[config.mk]
export PLATFORM = sky130hd
export DESIGN_NAME = obuf_seq_ctrl_flat
export DESIGN_NICKNAME = d
export VERILOG_FILES = /design/src/rtl/cnn_buf_pkg.sv /design/src/rtl/obuf_seq_ctrl_if.sv /design/src/rtl/obuf_xyc_counter.sv /design/src/rtl/obuf_seq_ctrl.sv /design/src/flat_wrapper.sv
export SDC_FILE = /design/constraint.sdc
export NUM_CORES = 1
export LEC_CHECK = 0
export BUFFER_PORTS_ARGS = -buffer_cell sky130_fd_sc_hd__buf_2
export CORE_MARGIN = 3
export CORE_UTILIZATION = 47
export DETAILED_ROUTE_END_ITERATION = 10
export GPL_ROUTABILITY_DRIVEN = 0
export GPL_TIMING_DRIVEN = 0
export PLACE_DENSITY = 0.8
export SYNTH_ARGS = -nofsm -noshare
export SYNTH_HDL_FRONTEND = slang
export SYNTH_SLANG_ARGS = --single-unit
[constraint.sdc]
create_clock -name clk -period 2.3 [get_ports clk]
set_clock_uncertainty 0.1 [all_clocks]
set_input_delay 0.23 -clock clk [delete_from_list [all_inputs] [get_ports clk]]
set_output_delay 0.23 -clock clk [all_outputs]
set_load 0.05 [all_outputs]
[src/rtl/cnn_buf_pkg.sv]
`default_nettype none
// +----------------------------------------------------------------------------+
// | Package : cnn_buf_pkg                                                      |
// | Brief   : Geometry helpers and sequencer state encoding for the output     |
// |           feature-map buffer controller.                                   |
// | Rev     : 1.0  initial release                                             |
// +----------------------------------------------------------------------------+
package cnn_buf_pkg;

  typedef enum logic [1:0] {
    IDLE  = 2'd0,
    WRITE = 2'd1,
    READ  = 2'd2,
    DRAIN = 2'd3
  } state_e;

  function automatic int calc_out_dim(input int ifm, input int k, input int pad, input int stride);
    return (ifm - k + 2 * pad) / stride + 1;
  endfunction

  function automatic int calc_addr(input int ifm, input int k, input int pad);
    return $clog2(ifm - k + 2 * pad + 1);
  endfunction

  function automatic int calc_addr_c(input int co);
    return $clog2(co);
  endfunction

  function automatic int calc_total(input int co, input int out_dim);
    return co * out_dim * out_dim;
  endfunction

  // Counter width able to hold 0..n-1 (never narrower than one bit)
  function automatic int calc_cnt_w(input int n);
    return (n <= 1) ? 1 : $clog2(n);
  endfunction

endpackage
`default_nettype wire

[src/rtl/obuf_seq_ctrl_if.sv]
`default_nettype none
// +----------------------------------------------------------------------------+
// | Interface : obuf_seq_ctrl_if                                               |
// | Brief     : Result stream, drain stream and buffer port bundle of the      |
// |             output-buffer sequencer. master = environment, slave = ctrl.   |
// | Rev       : 1.0  initial release                                           |
// +----------------------------------------------------------------------------+
interface obuf_seq_ctrl_if #(
  parameter int DATA_WIDTH = 16,
  parameter int AW         = 6,
  parameter int CAW        = 5
);
  logic                  start;
  logic                  in_valid;
  logic [DATA_WIDTH-1:0] in_data;
  logic                  in_ready;
  logic                  rd_en;
  logic                  out_valid;
  logic [DATA_WIDTH-1:0] out_data;
  logic                  busy;
  logic                  done;
  logic [AW-1:0]         buf_addr_x;
  logic [AW-1:0]         buf_addr_y;
  logic [CAW-1:0]        buf_addr_c;
  logic [DATA_WIDTH-1:0] buf_d_in;
  logic                  buf_we;
  logic                  buf_re;
  logic [DATA_WIDTH-1:0] buf_d_out;

  modport master (
    output start, in_valid, in_data, rd_en, buf_d_out,
    input  in_ready, out_valid, out_data, busy, done,
           buf_addr_x, buf_addr_y, buf_addr_c, buf_d_in, buf_we, buf_re
  );

  modport slave (
    input  start, in_valid, in_data, rd_en, buf_d_out,
    output in_ready, out_valid, out_data, busy, done,
           buf_addr_x, buf_addr_y, buf_addr_c, buf_d_in, buf_we, buf_re
  );
endinterface
`default_nettype wire

[src/rtl/obuf_xyc_counter.sv]
`default_nettype none
// +----------------------------------------------------------------------------+
// | Module : obuf_xyc_counter                                                  |
// | Brief  : Nested x/y/c raster counter (x fastest, then y, then c) with      |
// |          increment, clear and a last-position flag.                        |
// | Rev    : 1.0  initial release                                              |
// +----------------------------------------------------------------------------+
module obuf_xyc_counter #(
  parameter int OUT_DIM = 5,
  parameter int CO      = 8,
  parameter int XW      = 3,
  parameter int CW      = 3
) (
  input  wire logic          clk,
  input  wire logic          rst,
  input  wire logic          inc,
  input  wire logic          clr,
  output logic [XW-1:0]      x,
  output logic [XW-1:0]      y,
  output logic [CW-1:0]      c,
  output logic               last
);
  logic [XW-1:0] x_q, x_d, y_q, y_d;
  logic [CW-1:0] c_q, c_d;
  logic          x_wrap, y_wrap, c_wrap;

  assign x_wrap = (x_q == XW'(OUT_DIM - 1));
  assign y_wrap = (y_q == XW'(OUT_DIM - 1));
  assign c_wrap = (c_q == CW'(CO - 1));
  assign last   = x_wrap & y_wrap & c_wrap;

  // Next position: clear wins over increment; carries ripple x -> y -> c
  always_comb begin
    x_d = x_q;
    y_d = y_q;
    c_d = c_q;
    if (clr) begin
      x_d = '0;
      y_d = '0;
      c_d = '0;
    end else if (inc) begin
      if (x_wrap) begin
        x_d = '0;
        if (y_wrap) begin
          y_d = '0;
          c_d = c_wrap ? '0 : c_q + 1'b1;
        end else begin
          y_d = y_q + 1'b1;
        end
      end else begin
        x_d = x_q + 1'b1;
      end
    end
  end

  // Position registers
  always_ff @(posedge clk or posedge rst) begin
    if (rst) begin
      x_q <= '0;
      y_q <= '0;
      c_q <= '0;
    end else begin
      x_q <= x_d;
      y_q <= y_d;
      c_q <= c_d;
    end
  end

  assign x = x_q;
  assign y = y_q;
  assign c = c_q;
endmodule
`default_nettype wire

[src/rtl/obuf_seq_ctrl.sv]
`default_nettype none
// +----------------------------------------------------------------------------+
// | Module : obuf_seq_ctrl                                                     |
// | Brief  : Output feature-map buffer sequencer. Writes a raster stream of    |
// |          PE results into the strided buffer, then drains it in the same    |
// |          order as a valid-tagged stream gated by rd_en.                    |
// | Option : OBUF_STALL_CNT_EN adds stall_cnt[31:0] (WRITE idle-input cycles   |
// |          plus READ cycles with rd_en low).                                 |
// | Rev    : 1.0  initial release                                              |
// +----------------------------------------------------------------------------+
module obuf_seq_ctrl
  import cnn_buf_pkg::*;
#(
  parameter int DATA_WIDTH  = 16,
  parameter int IFM_SIZE    = 9,
  parameter int KERNEL_SIZE = 4,
  parameter int STRIDE      = 2,
  parameter int PAD         = 2,
  parameter int CO          = 8
) (
  input  wire logic       clk,
  input  wire logic       rst,
  obuf_seq_ctrl_if.slave  bus
`ifdef OBUF_STALL_CNT_EN
  ,
  output logic [31:0]     stall_cnt
`endif
);
  localparam int OUT_DIM = calc_out_dim(IFM_SIZE, KERNEL_SIZE, PAD, STRIDE);
  localparam int ADDR    = calc_addr(IFM_SIZE, KERNEL_SIZE, PAD);
  localparam int ADDR_C  = calc_addr_c(CO);
  localparam int AW      = ADDR + 2;
  localparam int CAW     = ADDR_C + 2;
  localparam int XW      = calc_cnt_w(OUT_DIM);
  localparam int CW      = calc_cnt_w(CO);

  state_e                state_q, state_d;
  logic                  drain_wait_q, drain_wait_d;
  logic [XW-1:0]         cnt_x, cnt_y;
  logic [CW-1:0]         cnt_c;
  logic                  cnt_last, cnt_inc, cnt_clr;
  logic                  wr_beat, rd_issue;

  logic                  buf_we_q, buf_we_d;
  logic                  buf_re_q, buf_re_d;
  logic                  out_valid_q, out_valid_d;
  logic                  done_q, done_d;
  logic [AW-1:0]         addr_x_q, addr_x_d;
  logic [AW-1:0]         addr_y_q, addr_y_d;
  logic [CAW-1:0]        addr_c_q, addr_c_d;
  logic [DATA_WIDTH-1:0] d_in_q, d_in_d;

  assign wr_beat  = (state_q == WRITE) && bus.in_valid;
  assign rd_issue = (state_q == READ) && bus.rd_en;
  assign cnt_inc  = wr_beat || rd_issue;
  // Last position of either phase returns the counter to the origin
  assign cnt_clr  = cnt_inc && cnt_last;

  obuf_xyc_counter #(
    .OUT_DIM (OUT_DIM),
    .CO      (CO),
    .XW      (XW),
    .CW      (CW)
  ) u_cnt (
    .clk  (clk),
    .rst  (rst),
    .inc  (cnt_inc),
    .clr  (cnt_clr),
    .x    (cnt_x),
    .y    (cnt_y),
    .c    (cnt_c),
    .last (cnt_last)
  );

  // State register
  always_ff @(posedge clk or posedge rst) begin
    if (rst) begin
      state_q      <= IDLE;
      drain_wait_q <= 1'b0;
    end else begin
      state_q      <= state_d;
      drain_wait_q <= drain_wait_d;
    end
  end

  // Next-state: DRAIN spends one cycle letting the final out_valid emerge
  always_comb begin
    state_d      = state_q;
    drain_wait_d = (state_q == DRAIN) && !drain_wait_q;
    case (state_q)
      IDLE:    if (bus.start)            state_d = WRITE;
      WRITE:   if (wr_beat && cnt_last)  state_d = READ;
      READ:    if (rd_issue && cnt_last) state_d = DRAIN;
      DRAIN:   if (drain_wait_q)         state_d = IDLE;
      default:                           state_d = IDLE;
    endcase
  end

  // Output next values: write and read use different strided address maps
  always_comb begin
    buf_we_d    = wr_beat;
    buf_re_d    = rd_issue;
    out_valid_d = buf_re_q;
    done_d      = (state_q == DRAIN) && drain_wait_q;
    d_in_d      = wr_beat ? bus.in_data : d_in_q;
    addr_x_d    = addr_x_q;
    addr_y_d    = addr_y_q;
    addr_c_d    = addr_c_q;
    if (wr_beat) begin
      addr_x_d = AW'(cnt_x) * AW'(STRIDE);
      addr_y_d = AW'(cnt_y) * AW'(STRIDE) + AW'(1);
      addr_c_d = CAW'(cnt_c);
    end else if (rd_issue) begin
      addr_x_d = AW'(cnt_x) * AW'(STRIDE) + AW'(KERNEL_SIZE - 1);
      addr_y_d = AW'(cnt_y) * AW'(STRIDE);
      addr_c_d = CAW'(cnt_c);
    end
  end

  // Output registers
  always_ff @(posedge clk or posedge rst) begin
    if (rst) begin
      buf_we_q    <= 1'b0;
      buf_re_q    <= 1'b0;
      out_valid_q <= 1'b0;
      done_q      <= 1'b0;
      addr_x_q    <= '0;
      addr_y_q    <= '0;
      addr_c_q    <= '0;
      d_in_q      <= '0;
    end else begin
      buf_we_q    <= buf_we_d;
      buf_re_q    <= buf_re_d;
      out_valid_q <= out_valid_d;
      done_q      <= done_d;
      addr_x_q    <= addr_x_d;
      addr_y_q    <= addr_y_d;
      addr_c_q    <= addr_c_d;
      d_in_q      <= d_in_d;
    end
  end

  assign bus.in_ready   = (state_q == WRITE);
  assign bus.busy       = (state_q != IDLE);
  assign bus.done       = done_q;
  assign bus.buf_we     = buf_we_q;
  assign bus.buf_re     = buf_re_q;
  assign bus.out_valid  = out_valid_q;
  assign bus.out_data   = bus.buf_d_out;
  assign bus.buf_addr_x = addr_x_q;
  assign bus.buf_addr_y = addr_y_q;
  assign bus.buf_addr_c = addr_c_q;
  assign bus.buf_d_in   = d_in_q;

`ifdef OBUF_STALL_CNT_EN
  logic [31:0] stall_cnt_q, stall_cnt_d;

  // Stall accounting: idle input in WRITE, withheld rd_en in READ
  always_comb begin
    stall_cnt_d = stall_cnt_q;
    if ((state_q == IDLE) && bus.start) begin
      stall_cnt_d = '0;
    end else if (((state_q == WRITE) && !bus.in_valid) ||
                 ((state_q == READ) && !bus.rd_en)) begin
      stall_cnt_d = stall_cnt_q + 32'd1;
    end
  end

  // Stall counter register
  always_ff @(posedge clk or posedge rst) begin
    if (rst) stall_cnt_q <= '0;
    else     stall_cnt_q <= stall_cnt_d;
  end

  assign stall_cnt = stall_cnt_q;
`endif
endmodule
`default_nettype wire

[src/flat_wrapper.sv]
// flat-port wrapper written by rule: the top's interface ports become plain ports
module obuf_seq_ctrl_flat import cnn_buf_pkg::*;
#(
  parameter int DATA_WIDTH  = 16,
  parameter int IFM_SIZE    = 9,
  parameter int KERNEL_SIZE = 4,
  parameter int STRIDE      = 2,
  parameter int PAD         = 2,
  parameter int CO          = 8
)
  (clk, rst, bus_start, bus_in_valid, bus_in_data, bus_rd_en, bus_buf_d_out, bus_in_ready, bus_out_valid, bus_out_data, bus_busy, bus_done, bus_buf_addr_x, bus_buf_addr_y, bus_buf_addr_c, bus_buf_d_in, bus_buf_we, bus_buf_re);
  obuf_seq_ctrl_if #(.DATA_WIDTH(DATA_WIDTH), .AW(($clog2((9) - (4) + 2 * PAD + 1) + 2)), .CAW(($clog2(CO) + 2))) bus_i ();
  input  wire logic clk;
  input  wire logic rst;
  input wire logic [$bits(bus_i.start)-1:0] bus_start;
  input wire logic [$bits(bus_i.in_valid)-1:0] bus_in_valid;
  input wire logic [$bits(bus_i.in_data)-1:0] bus_in_data;
  input wire logic [$bits(bus_i.rd_en)-1:0] bus_rd_en;
  input wire logic [$bits(bus_i.buf_d_out)-1:0] bus_buf_d_out;
  output wire logic [$bits(bus_i.in_ready)-1:0] bus_in_ready;
  output wire logic [$bits(bus_i.out_valid)-1:0] bus_out_valid;
  output wire logic [$bits(bus_i.out_data)-1:0] bus_out_data;
  output wire logic [$bits(bus_i.busy)-1:0] bus_busy;
  output wire logic [$bits(bus_i.done)-1:0] bus_done;
  output wire logic [$bits(bus_i.buf_addr_x)-1:0] bus_buf_addr_x;
  output wire logic [$bits(bus_i.buf_addr_y)-1:0] bus_buf_addr_y;
  output wire logic [$bits(bus_i.buf_addr_c)-1:0] bus_buf_addr_c;
  output wire logic [$bits(bus_i.buf_d_in)-1:0] bus_buf_d_in;
  output wire logic [$bits(bus_i.buf_we)-1:0] bus_buf_we;
  output wire logic [$bits(bus_i.buf_re)-1:0] bus_buf_re;
  assign bus_i.start = bus_start;
  assign bus_i.in_valid = bus_in_valid;
  assign bus_i.in_data = bus_in_data;
  assign bus_i.rd_en = bus_rd_en;
  assign bus_i.buf_d_out = bus_buf_d_out;
  assign bus_in_ready = bus_i.in_ready;
  assign bus_out_valid = bus_i.out_valid;
  assign bus_out_data = bus_i.out_data;
  assign bus_busy = bus_i.busy;
  assign bus_done = bus_i.done;
  assign bus_buf_addr_x = bus_i.buf_addr_x;
  assign bus_buf_addr_y = bus_i.buf_addr_y;
  assign bus_buf_addr_c = bus_i.buf_addr_c;
  assign bus_buf_d_in = bus_i.buf_d_in;
  assign bus_buf_we = bus_i.buf_we;
  assign bus_buf_re = bus_i.buf_re;
  obuf_seq_ctrl #(.DATA_WIDTH(DATA_WIDTH), .IFM_SIZE(IFM_SIZE), .KERNEL_SIZE(KERNEL_SIZE), .STRIDE(STRIDE), .PAD(PAD), .CO(CO)) u_core (.clk(clk), .rst(rst), .bus(bus_i));
endmodule
== Yosys cells after proc, flatten, opt, wreduce, memory -nomap -nowiden ==
Index checks and enable logic that the tools add are counted.
Widths: inputs -> output; s select.

* Add/subtract/negate cells: 5
* Equality and inequality tests: 10
* Mux-type cells: 23
* Bitwise logic cells: 2
* Reduce and logical (&&, ||, !) cells: 18

{| class="wikitable"
|+ Operators by type and width
! kind !! count
|-
| $mux 3 || 12
|-
| $mux 6 || 4
|-
| $mux 5 || 2
|-
| $reduce_bool 2->1 || 5
|-
| $add 3x1->3 const B || 3
|-
| $eq 3x3->1 const B || 3
|-
| $mux 2 || 4
|-
| $pmux 2 s4 || 1
|-
| $logic_and 1x1->1 || 7
|-
| $add 4x1->5 const B || 1
|-
| $add 4x2->5 const B || 1
|-
| $eq 2x2->1 const B || 2
|-
| $ne 2x1->1 const B || 2
|-
| $ne 2x2->1 const B || 2
|-
| $reduce_and 4->1 || 1
|-
| $reduce_and 3->1 || 1
|-
| $and 1x1->1 || 2
|-
| $eq 2x1->1 const B || 1
|-
| $logic_not 2->1 || 1
|-
| $reduce_and 2->1 || 1
|-
| $logic_not 1->1 || 1
|-
| $logic_or 1x1->1 || 1
|}

* Register bits after elaboration: 49
* Input port bits: 37
* Output and inout bits: 55
* Logic and storage cells: 71

== Depth between registers and ports, before layout ==
Gate-level depths: netlist of the first run.

* Depth after elaboration: 6
* Depth in mapped cells: 7
* Mapped depth without buffers: 7

== By module ==
A second synthesis of the first run with hierarchy kept.

* Cell total of the unflattened synthesis: 212
* Area total of the unflattened synthesis: 2,119.5 sq um

{| class="wikitable"
|+ Modules (own cells, without submodules)
! module !! times used !! cells each !! area each (sq um)
|-
| obuf_seq_ctrl || 1 || 157 || 1,606.5
|-
| obuf_xyc_counter || 1 || 55 || 513.0
|}

== Least setup slack after synthesis of the first run ==
OpenSTA, ideal clock, no wires.

* Path type: flip-flop to flip-flop
* Start: register u_core.state_q[1]
* End: register u_core.u_cnt.c_q[0] (netlist: u_core.u_cnt.c[0])
* Arrival time: 1,971 ps
* Slack: 104 ps
* Stages on the path, launching flop included: 8
* Period minus slack after synthesis: 2,196 ps
* Cells stage by stage: dfrtp_1 -> inv_1 -> ha_1 -> a22oi_2 -> or2_1 -> buf_6 -> nor2_4 -> mux2_4

* Word-level cells in the longest chain between the ends: 6

{| class="wikitable"
|+ Ends and longest elaborated chain
! element !! RTL line !! source
|-
| from (decl) || obuf_seq_ctrl.sv:37 || <nowiki>state_e state_q, state_d;</nowiki>
|-
| from (signal assigned) || obuf_seq_ctrl.sv:81 || <nowiki>state_q <= state_d;</nowiki>
|-
| $eq 2x1->1 (*) || -- ||
|-
| via bus_in_ready || flat_wrapper.sv:20 || <nowiki>output wire logic [$bits(bus_i.in_ready)-1:0] bus_in_ready;</nowiki>
|-
| $logic_and 1x1->1 (*) || obuf_seq_ctrl.sv:53 || <nowiki>assign wr_beat = (state_q == WRITE) && bus.in_valid;</nowiki>
|-
| $logic_or 1x1->1 (*) || obuf_seq_ctrl.sv:55 || <nowiki>assign cnt_inc = wr_beat || rd_issue;</nowiki>
|-
| $logic_and 1x1->1 || obuf_seq_ctrl.sv:57 || <nowiki>assign cnt_clr = cnt_inc && cnt_last;</nowiki>
|-
| $reduce_bool 2->1 (no source line) || -- ||
|-
| $reduce_and 3->1 (no source line) || -- ||
|-
| to (signal assigned) || obuf_xyc_counter.sv:61 || <nowiki>c_q <= '0;</nowiki>
|-
| to (signal assigned) || obuf_xyc_counter.sv:65 || <nowiki>c_q <= c_d;</nowiki>
|-
| to (decl) || obuf_xyc_counter.sv:24 || <nowiki>logic [CW-1:0] c_q, c_d;</nowiki>
|}

Mark *: on every way through the listed nets, which the timed path passes. The rest lies on a longest branch.
A chain may end at the register's enable or synchronous reset.

== Final worst setup path of the first run ==
* Start: register u_core.state_q[0]
* End: register u_core.u_cnt.c_q[1] (netlist: u_core.u_cnt.c[1])

* Word-level cells in the longest chain between the ends: 6

{| class="wikitable"
|+ Ends and longest elaborated chain
! element !! RTL line
|-
| $eq 2x1->1 or $eq 2x2->1 (tied branches) || obuf_seq_ctrl.sv:53, obuf_seq_ctrl.sv:54
|-
| $logic_and 1x1->1, on equally long branches || obuf_seq_ctrl.sv:53, obuf_seq_ctrl.sv:54
|-
| $logic_or 1x1->1 (*) || obuf_seq_ctrl.sv:55
|-
| $logic_and 1x1->1 || obuf_seq_ctrl.sv:57
|-
| $reduce_bool 2->1 (no source line) || --
|-
| $reduce_and 3->1 (no source line) || --
|}

Mark *: on every way between the ends. The rest lies on a longest branch, timed or not.

==> results of run 1 <==
==> final timing paths <==
path | startpoint | endpoint | slack (ns)
setup reg to reg | u_core.state_q[0] | u_core.u_cnt.c[1] | 0.32
setup / recovery | u_core.state_q[0] | u_core.u_cnt.c[1] | 0.32
max in group asynchronous | rst | u_core.u_cnt.c[1] | 1.34
min in group asynchronous | rst | u_core.state_q[1] | 0.32
hold / removal | bus_in_data[1] | u_core.bus.buf_d_in[1] | 0.03
hold reg to reg | u_core.bus.buf_re | u_core.bus.out_valid | 0.27
==> cell usage in the layout (no fill, tap or decap), types with 2 or more instances in the layout <==
cell      count
a21oi_1       4
buf_2        71
buf_4        21
clkbuf_1      4
clkbuf_8      5
conb_1        5
dfrtp_1      44
ha_1         11
inv_1        11
mux2_2        5
mux2_4        2
nand2_1      64
nand3_1       4
nor2_1        4
nor3b_1       2
o21ai_0      15
o21ai_1       3
==> worst max-delay path, stage by stage (launching register included) <==
cell and delay [ns]:
dfrtp_1 0.41, inv_1 0.13, ha_1 0.24, a22oi_2 0.15, or2_1 0.26, buf_6 0.14, nor2_4 0.13, mux2_4 0.30
==> power groups by stage <==
stage          Clock [uW]  Sequential [uW]  Combinational (uW)
3_3_place_gp            0              980                 750
6_report              444              973                 760
2_1_floorplan           0             1220                 357
4_1_cts               457              972                 770
5_1_grt               486              995                 828
3_5_place_dp            0              988                 766
==> cell families (layout without fill, tap and decap cells) <==
family          after synthesis  count (layout)  share of synthesized area
flops                        44              44                      0.530
mux                           8               8                     0.0464
other cells                   1               5                    0.00180
simple gates                 81              81                      0.163
fa+ha+maj                    11              11                     0.0662
compound gates               27              27                     0.0783
buf+inv                      40             119                      0.115
==> final cells by class <==
type / instances / area share
flip-flops and latches: 44 / 0.421
multi-input cells: 132 / 0.288
repair buffers: 72 / 0.146
plain buffers: 28 / 0.0742
clock buffers: 6 / 0.0278
well taps: 50 / 0.0239
inverters: 12 / 0.0172
clock inverters: 1 / 0.00191
==> through the flow <==
step | utilization | hold WS [ns] | worst slack [ns] | instances
after floorplan | - | 0.235 | 0.104 | 216
after global placement | 0.605 | 0.260 | 0.359 | 336
after detailed placement | 0.610 | 0.0863 | 0.336 | 337
after CTS | 0.631 | 0.0225 | 0.323 | 345
after global routing | 0.631 | 0.0220 | 0.236 | 345
final | 0.631 | 0.0275 | 0.325 | 345
==> metal layers <==
| metal | wire length [um] | part of all wire | up-vias | GRT usage |
|---|---|---|---|---|
| li1 | - | - | 817 | - |
| met1 | 1620 | 0.41 | 765 | 0.181 |
| met2 | 2040 | 0.51 | 56 | 0.274 |
| met3 | 282 | 0.071 | 6 | 0.0374 |
| met4 | 47 | 0.012 | 0 | 0.0533 |
| met5 | 0 | 0 | - | 0 |
==> state kept, by name, indices dropped and copies added, names as in the netlist <==
register,cells
u_core.bus.buf_d_in,16
u_core.u_cnt.c,3
u_core.bus.buf_addr_c,3
u_core.bus.buf_addr_x,5
u_core.u_cnt.y,3
u_core.u_cnt.x,3
u_core.bus.buf_we,1
u_core.bus.buf_re,1
u_core.bus.done,1
u_core.bus.buf_addr_y,4
u_core.state_q,2
u_core.bus.out_valid,1
u_core.drain_wait_q,1
==> impl_results.md, run 1 <==
- Height of the chip: 72.5 um
- Combinational power share: 0.349
- HPWL Detailed: 3.07 mm
- Root buf cell: clkbuf_8
- Final min period: about 2.0 ns
- Pwr Density: around 830 nW/um2
- Synth area leader: dfrtp_1
- Most frequent cell after synthesis: nand2_1
- PostCTS Resize Cnt: 0
- Fmax: 506 MHz
- P&R area growth vs syn: 25.8%
- Layout cells sized above 1: 0.380
- Crit. End Element: register
- Synth top area cells: dfrtp_1 (53%), nand2_1 (12%), buf_4 (7.6%)
- CTS tree: built
- Total Nets Final: roughly 340
- Slew Limit Fails: 0
- Max rail drop VDD: roughly 0.47 mV
- Worst EP arrival: around 2.1 ns
- Synth Register Bits: 44
- Clock slew seen by the registers of the worst setup and hold paths: ~0.08 ns
- Crit path max fanout: 9
- DRT iter0 DRCs: 48
- Endpoints failing setup: 0
- Wire per inst: ~12 um
- Yosys warnings: 0
- Gr usage total: 0.154
- I/O Buffers: 70
- RSZ-0062 raised after global routing: no
- Setup TNS: 0 ns
- MaxCap Viol Count: 0
- H-tree depth: 2
- Share of power burned in registers: 0.447
- Core area: just over 4000 um2
- Count of flip-flops with a built-in enable after synthesis: 0
- Worst-Skew Late Latency: 0.29 ns
- Starting Density: 0.502
- Post-synthesis cell area: between 2000 and 2500 um2
- Vias/cell: about 4.8
- Async SR Flop Fraction: 1.00
- Hold-fix buffers, CTS: 1
- Max Buffers Root-to-Sink: 2
- Crit Path Category: register to register
- Seq/Total Area, Yosys: 0.530
- Synth Instances: roughly 210
- CP Launch Type: register
- Number of fill cells: between 300 and 400
- Final period utilization: 0.859
- FF-to-FF path depth: 7
- Syn Area/Cell: between 9 and 10 um2
- Area occupied by multi-input gates: between 700 and 800 um2
- Core Rows: 23
- Largest net degree at the start of global routing: 35
- Antenna violations before repair: 0
- Psw: about 860 uW
- Num CTS Buffers: 5
- Total gr overflow: 0
- Unique masters post-synth: 32
- FF+latch area: 1100 um2
- Post-synth top cells: nand2_1 (64), dfrtp_1 (44), buf_4 (21)
- Synth top area share: 0.530
- Post-CTS Setup Bufs: 0
- Antenna Diode Count: 0
- Vias in the first global route: 1491
- Remaining DRCs: 0
- Vias: 1644
- Sw frac: 0.393
- ANT nets after route: 0
- First-pass GRT wire length: 6.40 mm
- Final WL: approximately 4 mm
- Total power draw: roughly 2200 uW
- Cell area after layout: about 2600 um2
- First drt pass iteration count: 4
- Internal: roughly 1300 uW
- Clock sinks: 44
- Min-Delay Path Class: input port to register
- Ys flop type: dfrtp_1
- Total I/O pin count: between 90 and 100
- Clock network fraction of design power: 0.204
- Pleak: ~0.0015 uW
- Worst Path Required: around 2.4 ns
- Hold Vio Cnt, Final: 0
- Outcome: finished clean
- Die ar.: 5260 um2
- Hold depth: 3
- Die width: 72.5 um
- Placed cell areas: around 2500 um2
Note: power is estimated with default switching activity, not from simulation.
==> run 2, diff against run 1 <==
--- a/config.mk
+++ b/config.mk
@@ -11,7 +11,8 @@
 export DETAILED_ROUTE_END_ITERATION = 10
 export GPL_ROUTABILITY_DRIVEN = 0
 export GPL_TIMING_DRIVEN = 0
-export PLACE_DENSITY = 0.8
+export PLACE_DENSITY = 0.79
 export SYNTH_ARGS = -nofsm -noshare
 export SYNTH_HDL_FRONTEND = slang
+export SYNTH_HIERARCHICAL = 1
 export SYNTH_SLANG_ARGS = --single-unit
==> impl_results.md, run 2 <==
- Slew Limit Fails: 0 (unchanged)
- Wire per inst: 12.2 um (+5.4%)
- Ys flop type: dfrtp_1
- Pleak: 0.00152 uW (+2.6%)
- Final min period: 2.17 ns (+0.192 ns)
- Post-synthesis cell area: 2120 um2 (+2.0%)
- Final WL: 4.25 mm (+6.3%)
- MaxCap Viol Count: 0 (unchanged)
- I/O Buffers: 70 (unchanged)
- Count of flip-flops with a built-in enable after synthesis: 0 (unchanged)
- Synth Instances: 212 (unchanged)
- Core area: 4170 um2 (+0.69%)
- Largest net degree at the start of global routing: 36 (+2.9%)
- Post-layout util: 0.642 (+0.0115)
- Worst Path Required: 2.37 ns (about the same)
- Gr usage total: 0.164 (+0.0100)
- Clock sinks: 44 (unchanged)
- Unique masters post-synth: 34 (+6.3%)
- Final period utilization: 0.942 (+0.0834)
- Total I/O pin count: 92 (unchanged)
- HPWL Detailed: 3.27 mm (+6.7%)
- Commonest non-fill, non-tap cell in the layout: buf_2
- Layout cells sized above 1: 0.423 (+0.0432)
- Synth top area share: 0.519 (-0.0103)
- Hold Vio Cnt, Final: 0 (unchanged)
- Synth top area cells: dfrtp_1 (52%), nand2_1 (11%), buf_4 (7.4%)
- Post-synth top cells: nand2_1 (60), dfrtp_1 (44), buf_4 (21)
- Crit-path slowest cell: dfrtp_1
- Remaining DRCs: 0 (unchanged)
- Root buf cell: clkbuf_8
- Vias: 1661 (+1.0%)
- Max FFs per register: 16 (unchanged)
- P&R area growth vs syn: 26.4%
- Height of the chip: 73.2 um (+0.91%)
- R2r setup slk: 0.13 ns (-0.19 ns)
- Crit Path Category: register to register
- Antenna violations before repair: 0 (unchanged)
- Worst-Skew Late Latency: 0.29 ns (about the same)
- Antenna Diode Count: 0 (unchanged)
- Starting Density: 0.508 (+0.00644)
- Worst EP arrival: 2.24 ns (+0.19 ns)
- Crit. End Element: register
- Crit path max fanout: 7 (-2)
- Num CTS Buffers: 5 (unchanged)
- Critical-path cell list: inv_1 -> ha_2 -> nand2_1 -> nor2_2 -> nand2_2 -> a2111oi_4 -> mux2_4
- Synth Register Bits: 44 (unchanged)
- Slew @ Worst Pin: roughly 0.7 ns
- Total Nets Final: 345 (+0.58%)
- Core Rows: 23 (unchanged)
- Endpoints failing setup: 0 (unchanged)
- Crit-path max cell delay: 0.47 ns (+0.06 ns)
- Synth area leader: dfrtp_1
- ANT nets after route: 0 (unchanged)
- Total gr overflow: 0 (unchanged)
- H-tree depth: 2 (unchanged)
- Seq/Total Area, Yosys: 0.519 (-0.0103)
- Syn Area/Cell: 10.0 um2 (+2.0%)
- Setup TNS: 0 ns (unchanged)
- Clock slew seen by the registers of the worst setup and hold paths: 0.08 ns (about the same)
- Pwr Density: 1410 nW/um2 (+69%)
- Number of fill cells: 365 (+6.7%)
- First drt pass iteration count: 4 (unchanged)
- Max rail drop VDD: 0.980 mV (+110%)
- RSZ-0062 raised after global routing: no
- Total power draw: 3770 uW (+73%)
- Die width: 73.2 um (+0.91%)
- Max Buffers Root-to-Sink: 2 (unchanged)
- Most frequent cells in the layout: buf_2 (74), nand2_1 (59), dfrtp_1 (44)
- Hold WS: 0.0191 ns (-0.00835 ns)
- Async SR Flop Fraction: 1.00 (unchanged)
- Vias in the first global route: 1546 (+3.7%)
- CP Launch Type: register
- Most frequent cell after synthesis: nand2_1
- Min-Delay Path Class: input port to register
- Die ar.: 5350 um2 (+1.8%)
- Vias/cell: 4.77 (+0.16%)
- First-pass GRT wire length: 6.82 mm (+6.7%)
- Fmax: 461 MHz (-8.9%)
- CTS tree: built
- Outcome: finished clean
- Yosys warnings: 6 (+6)
- DRT iter0 DRCs: 88 (+83%)
- Relative slew margins: 0.527
-- run 2: cell count changes after synthesis, sizes merged, moves of 2 or more --
cell	previous run	this run
a21oi	4	9
nor3b	2	0
nor2	5	8
o21ai	18	5
and2	1	3
nand2	64	61
a31oi	0	2
clkbuf	4	1
-- run 2: repair_timing --
action,4_1_cts,5_1_grt
hold buffers,1,0
buffers inserted,0,3
gates resized for setup,0,5
setup endpoints to repair,0,10
endpoints found under the hold margin,9,0
-- run 2: final timing paths --
check,start,endpoint,cells past startpoint
worst max register to register,u_core/u_cnt/x[0],u_core/state_q[1],7
worst max-delay path,u_core/u_cnt/x[0],u_core/state_q[1],7
max in group asynchronous,rst,u_core/bus.buf_addr_y[1],3
worst min register to register,u_core/bus.buf_re,u_core/bus.out_valid,0
min in group asynchronous,rst,u_core/u_cnt/c[0],3
worst min-delay path,bus_in_data[6],u_core/bus.buf_d_in[6],3
-- run 2: worst max-delay path: cells and delay by family (launching register included) --
| kind | cells | cell delay [ns] |
|---|---|---|
| AOI/OAI and AO/OA | 1 | 0.41 |
| adders and majority gates | 1 | 0.23 |
| buffers and inverters | 1 | 0.11 |
| DFF | 1 | 0.47 |
| muxes | 1 | 0.33 |
| and+or+nand+nor | 3 | 0.41 |
-- run 2: area by class of cell --
cell class / count / area, um2 / share of cell area
buffer: 26 / 181 / 0.0677
clock buffer: 5 / 68.8 / 0.0257
clock inverter: 3 / 18.8 / 0.00700
inverter: 12 / 47.5 / 0.0177
multi-input combinational: 134 / 817 / 0.305
sequential: 44 / 1100 / 0.411
tap: 50 / 62.6 / 0.0233
timing repair buffer: 74 / 383 / 0.143
-- run 2: where the power goes --
group	internal (uW)	leakage [uW]	switching, uW
logic	603	0.000907	1470
registers	1060	0.000566	188
clock network	211	0.0000479	250
-- run 2: metrics by stage --
stage | cell area [um2] | worst slack, ns | instances
2_1_floorplan | 2140 | 0.0961 | 216
3_3_place_gp | 2550 | 0.0697 | 336
3_5_place_dp | 2550 | 0.0424 | 336
4_1_cts | 2650 | 0.00536 | 345
5_1_grt | 2680 | 0.000600 | 348
6_report | 2680 | 0.133 | 348
-- run 2: logic make-up after synthesis --
| group | share of synthesized area |
|---|---|
| simple gates | 0.180 |
| mux | 0.0484 |
| flops | 0.519 |
| buf+inv | 0.107 |
| fa+ha+maj | 0.0649 |
| other cells | 0.00177 |
| compound gates | 0.0785 |
-- run 2: layer usage --
layer,global-route usage,vias up,share of wire
met5,0,-,0
met4,0.0553,0,0.014
met3,0.0441,5,0.075
met2,0.261,59,0.49
met1,0.217,768,0.43
li1,-,829,-
==> run 3, diff against run 2 <==
--- a/config.mk
+++ b/config.mk
@@ -7,11 +7,11 @@
 export LEC_CHECK = 0
 export BUFFER_PORTS_ARGS = -buffer_cell sky130_fd_sc_hd__buf_2
 export CORE_MARGIN = 3
-export CORE_UTILIZATION = 47
+export CORE_UTILIZATION = 29
 export DETAILED_ROUTE_END_ITERATION = 10
 export GPL_ROUTABILITY_DRIVEN = 0
 export GPL_TIMING_DRIVEN = 0
-export PLACE_DENSITY = 0.79
+export SETUP_SLACK_MARGIN = 0.3
 export SYNTH_ARGS = -nofsm -noshare
 export SYNTH_HDL_FRONTEND = slang
 export SYNTH_HIERARCHICAL = 1
==> impl_results.md, run 3 (synthesis results as in run 2) <==
- Antenna violations before repair: 0 (unchanged)
- Clock sinks: 44 (unchanged)
- Pleak: 0.00159 uW (+4.5%)
- Outcome: finished clean
- I/O Buffers: 70 (unchanged)
- DRT iter0 DRCs: 70 (-20%)
- Final period utilization: 0.840 (-0.102)
- Worst-Skew Late Latency: 0.29 ns (about the same)
- Slew @ Worst Pin: 0.815 ns (+0.106 ns)
- HPWL Detailed: 3.44 mm (+5.2%)
- Max Buffers Root-to-Sink: 2 (unchanged)
- Crit Path Category: register to register
- Commonest non-fill, non-tap cell in the layout: buf_2
- Worst Path Required: 2.37 ns (about the same)
- Hold Vio Cnt, Final: 0 (unchanged)
- Fmax: 517 MHz (+12%)
- ANT nets after route: 0 (unchanged)
- CP Launch Type: register
- Gr usage total: 0.116 (-0.0477)
- Met1 GRT Util: 0.154 (-0.0625)
- Setup TNS: 0 ns (unchanged)
- Total I/O pin count: 92 (unchanged)
- Vias in the first global route: 1706 (+10%)
- Max FFs per register: 16 (unchanged)
- Num CTS Buffers: 5 (unchanged)
- Min-Delay Path Class: input port to register
- Die width: 91.5 um (+25%)
- Starting Density: 0.305 (-0.203)
- Gr busiest metal: met2
- Die ar.: 8370 um2 (+56%)
- Max rail drop VDD: 0.558 mV (-43%)
- Most frequent cells in the layout: buf_2 (74), nand2_1 (56), dfrtp_1 (41)
- First-pass GRT wire length: 8.03 mm (+18%)
- Total gr overflow: 0 (unchanged)
- Core Rows: 30 (+30%)
- Wire per inst: 11.8 um (-3.4%)
- Met2 GRT Util: 0.187 (-0.0737)
- Final min period: 1.93 ns (-0.235 ns)
- RSZ-0062 raised after global routing: yes
- Core area: 6940 um2 (+66%)
- Height of the chip: 91.5 um (+25%)
- GRT met3 Usage: 0.0290 (-0.0151)
- Hold WS: 0.0205 ns (+0.00138 ns)
- MaxCap Viol Count: 0 (unchanged)
- Total power draw: 4130 uW (+9.5%)
- Slew Limit Fails: 0 (unchanged)
- Layout cells sized above 1: 0.484 (+0.0609)
- H-tree depth: 2 (unchanged)
- Final WL: 4.76 mm (+12%)
- Root buf cell: clkbuf_8
- Crit path max fanout: 3 (-4)
- Vias/cell: 4.23 (-11%)
- CTS tree: built
- Worst EP arrival: 2.00 ns (-0.24 ns)
- Remaining DRCs: 0 (unchanged)
- First drt pass iteration count: 4 (unchanged)
- Crit. End Element: register
- Vias: 1707 (+2.8%)
- Antenna Diode Count: 0 (unchanged)
- P&R area growth vs syn: 38.7%
- Number of fill cells: 676 (+85%)
- Endpoints failing setup: 0 (unchanged)
- Relative slew margins: 0.456 (-0.0706)
- Pwr Density: 1410 nW/um2 (-0.13%)
- Clock slew seen by the registers of the worst setup and hold paths: 0.08 ns (about the same)
- Post-layout util: 0.423 (-0.219)
- Total Nets Final: 355 (+2.9%)
- Largest net degree at the start of global routing: 20 (-44%)
[run 3: power by group]
group	leakage [uW]	switching, uW	internal, uW
logic	0.000971	1570	751
registers	0.000563	171	1060
clock network	0.0000552	253	322
total	0.00159	2000	2130
[run 3: per-layer routing]
layer / wire length, um / up-vias / share of wire
li1: - / 850 / -
met1: 2170 / 800 / 0.46
met2: 2310 / 54 / 0.49
met3: 261 / 3 / 0.055
met4: 14 / 0 / 0.0029
met5: 0 / - / 0
[run 3: cell type report]
| cell class | instances | area, um2 | area share |
|---|---|---|---|
| flip-flops and latches | 44 | 1100 | 0.376 |
| multi-input cells | 134 | 897 | 0.305 |
| repair buffers | 84 | 478 | 0.163 |
| plain buffers | 26 | 181 | 0.0617 |
| well taps | 96 | 120 | 0.0409 |
| clock buffers | 6 | 72.6 | 0.0247 |
| inverters | 12 | 50.0 | 0.0170 |
| clock inverters | 2 | 35.0 | 0.0119 |
[run 3: per-stage QoR]
stage	setup WS [ns]	cells	cell area, um2
final	0.367	404	2940
after global routing	0.265	404	2940
after CTS	0.302	400	2860
after detailed placement	0.0604	383	2650
after global placement	0.0844	382	2620
after floorplan	0.295	216	2150
[run 3: final timing paths]
path | startpoint | to | slack (ns) | cells past startpoint
setup / recovery | u_core/u_cnt/y[0] | u_core/state_q[1] | 0.37 | 8
setup reg to reg | u_core/u_cnt/y[0] | u_core/state_q[1] | 0.37 | 8
max in group asynchronous | rst | u_core/state_q[0] | 0.96 | 4
hold / removal | bus_in_data[10] | u_core/bus.buf_d_in[10] | 0.02 | 3
hold reg to reg | u_core/bus.buf_re | u_core/bus.out_valid | 0.28 | 0
min in group asynchronous | rst | u_core/u_cnt/x[0] | 0.36 | 3
[run 3: worst max-delay path, cell delays in order, from the launching register on]
cell	delay, ns
dfrtp_1	0.39
inv_2	0.09
ha_4	0.13
and2_4	0.15
nand2_2	0.06
nor2_4	0.13
nand2_2	0.09
a2111oi_4	0.36
mux2_4	0.33
[run 3: repair_timing]
item / in CTS / in global routing
hold endpoints to repair: 9 / 0
hold buffers: 1 / 0
resized for setup: 13 / 11
pin swaps: 4 / 5
buffers inserted: 8 / 4
endpoints found under the setup margin: 10 / 4
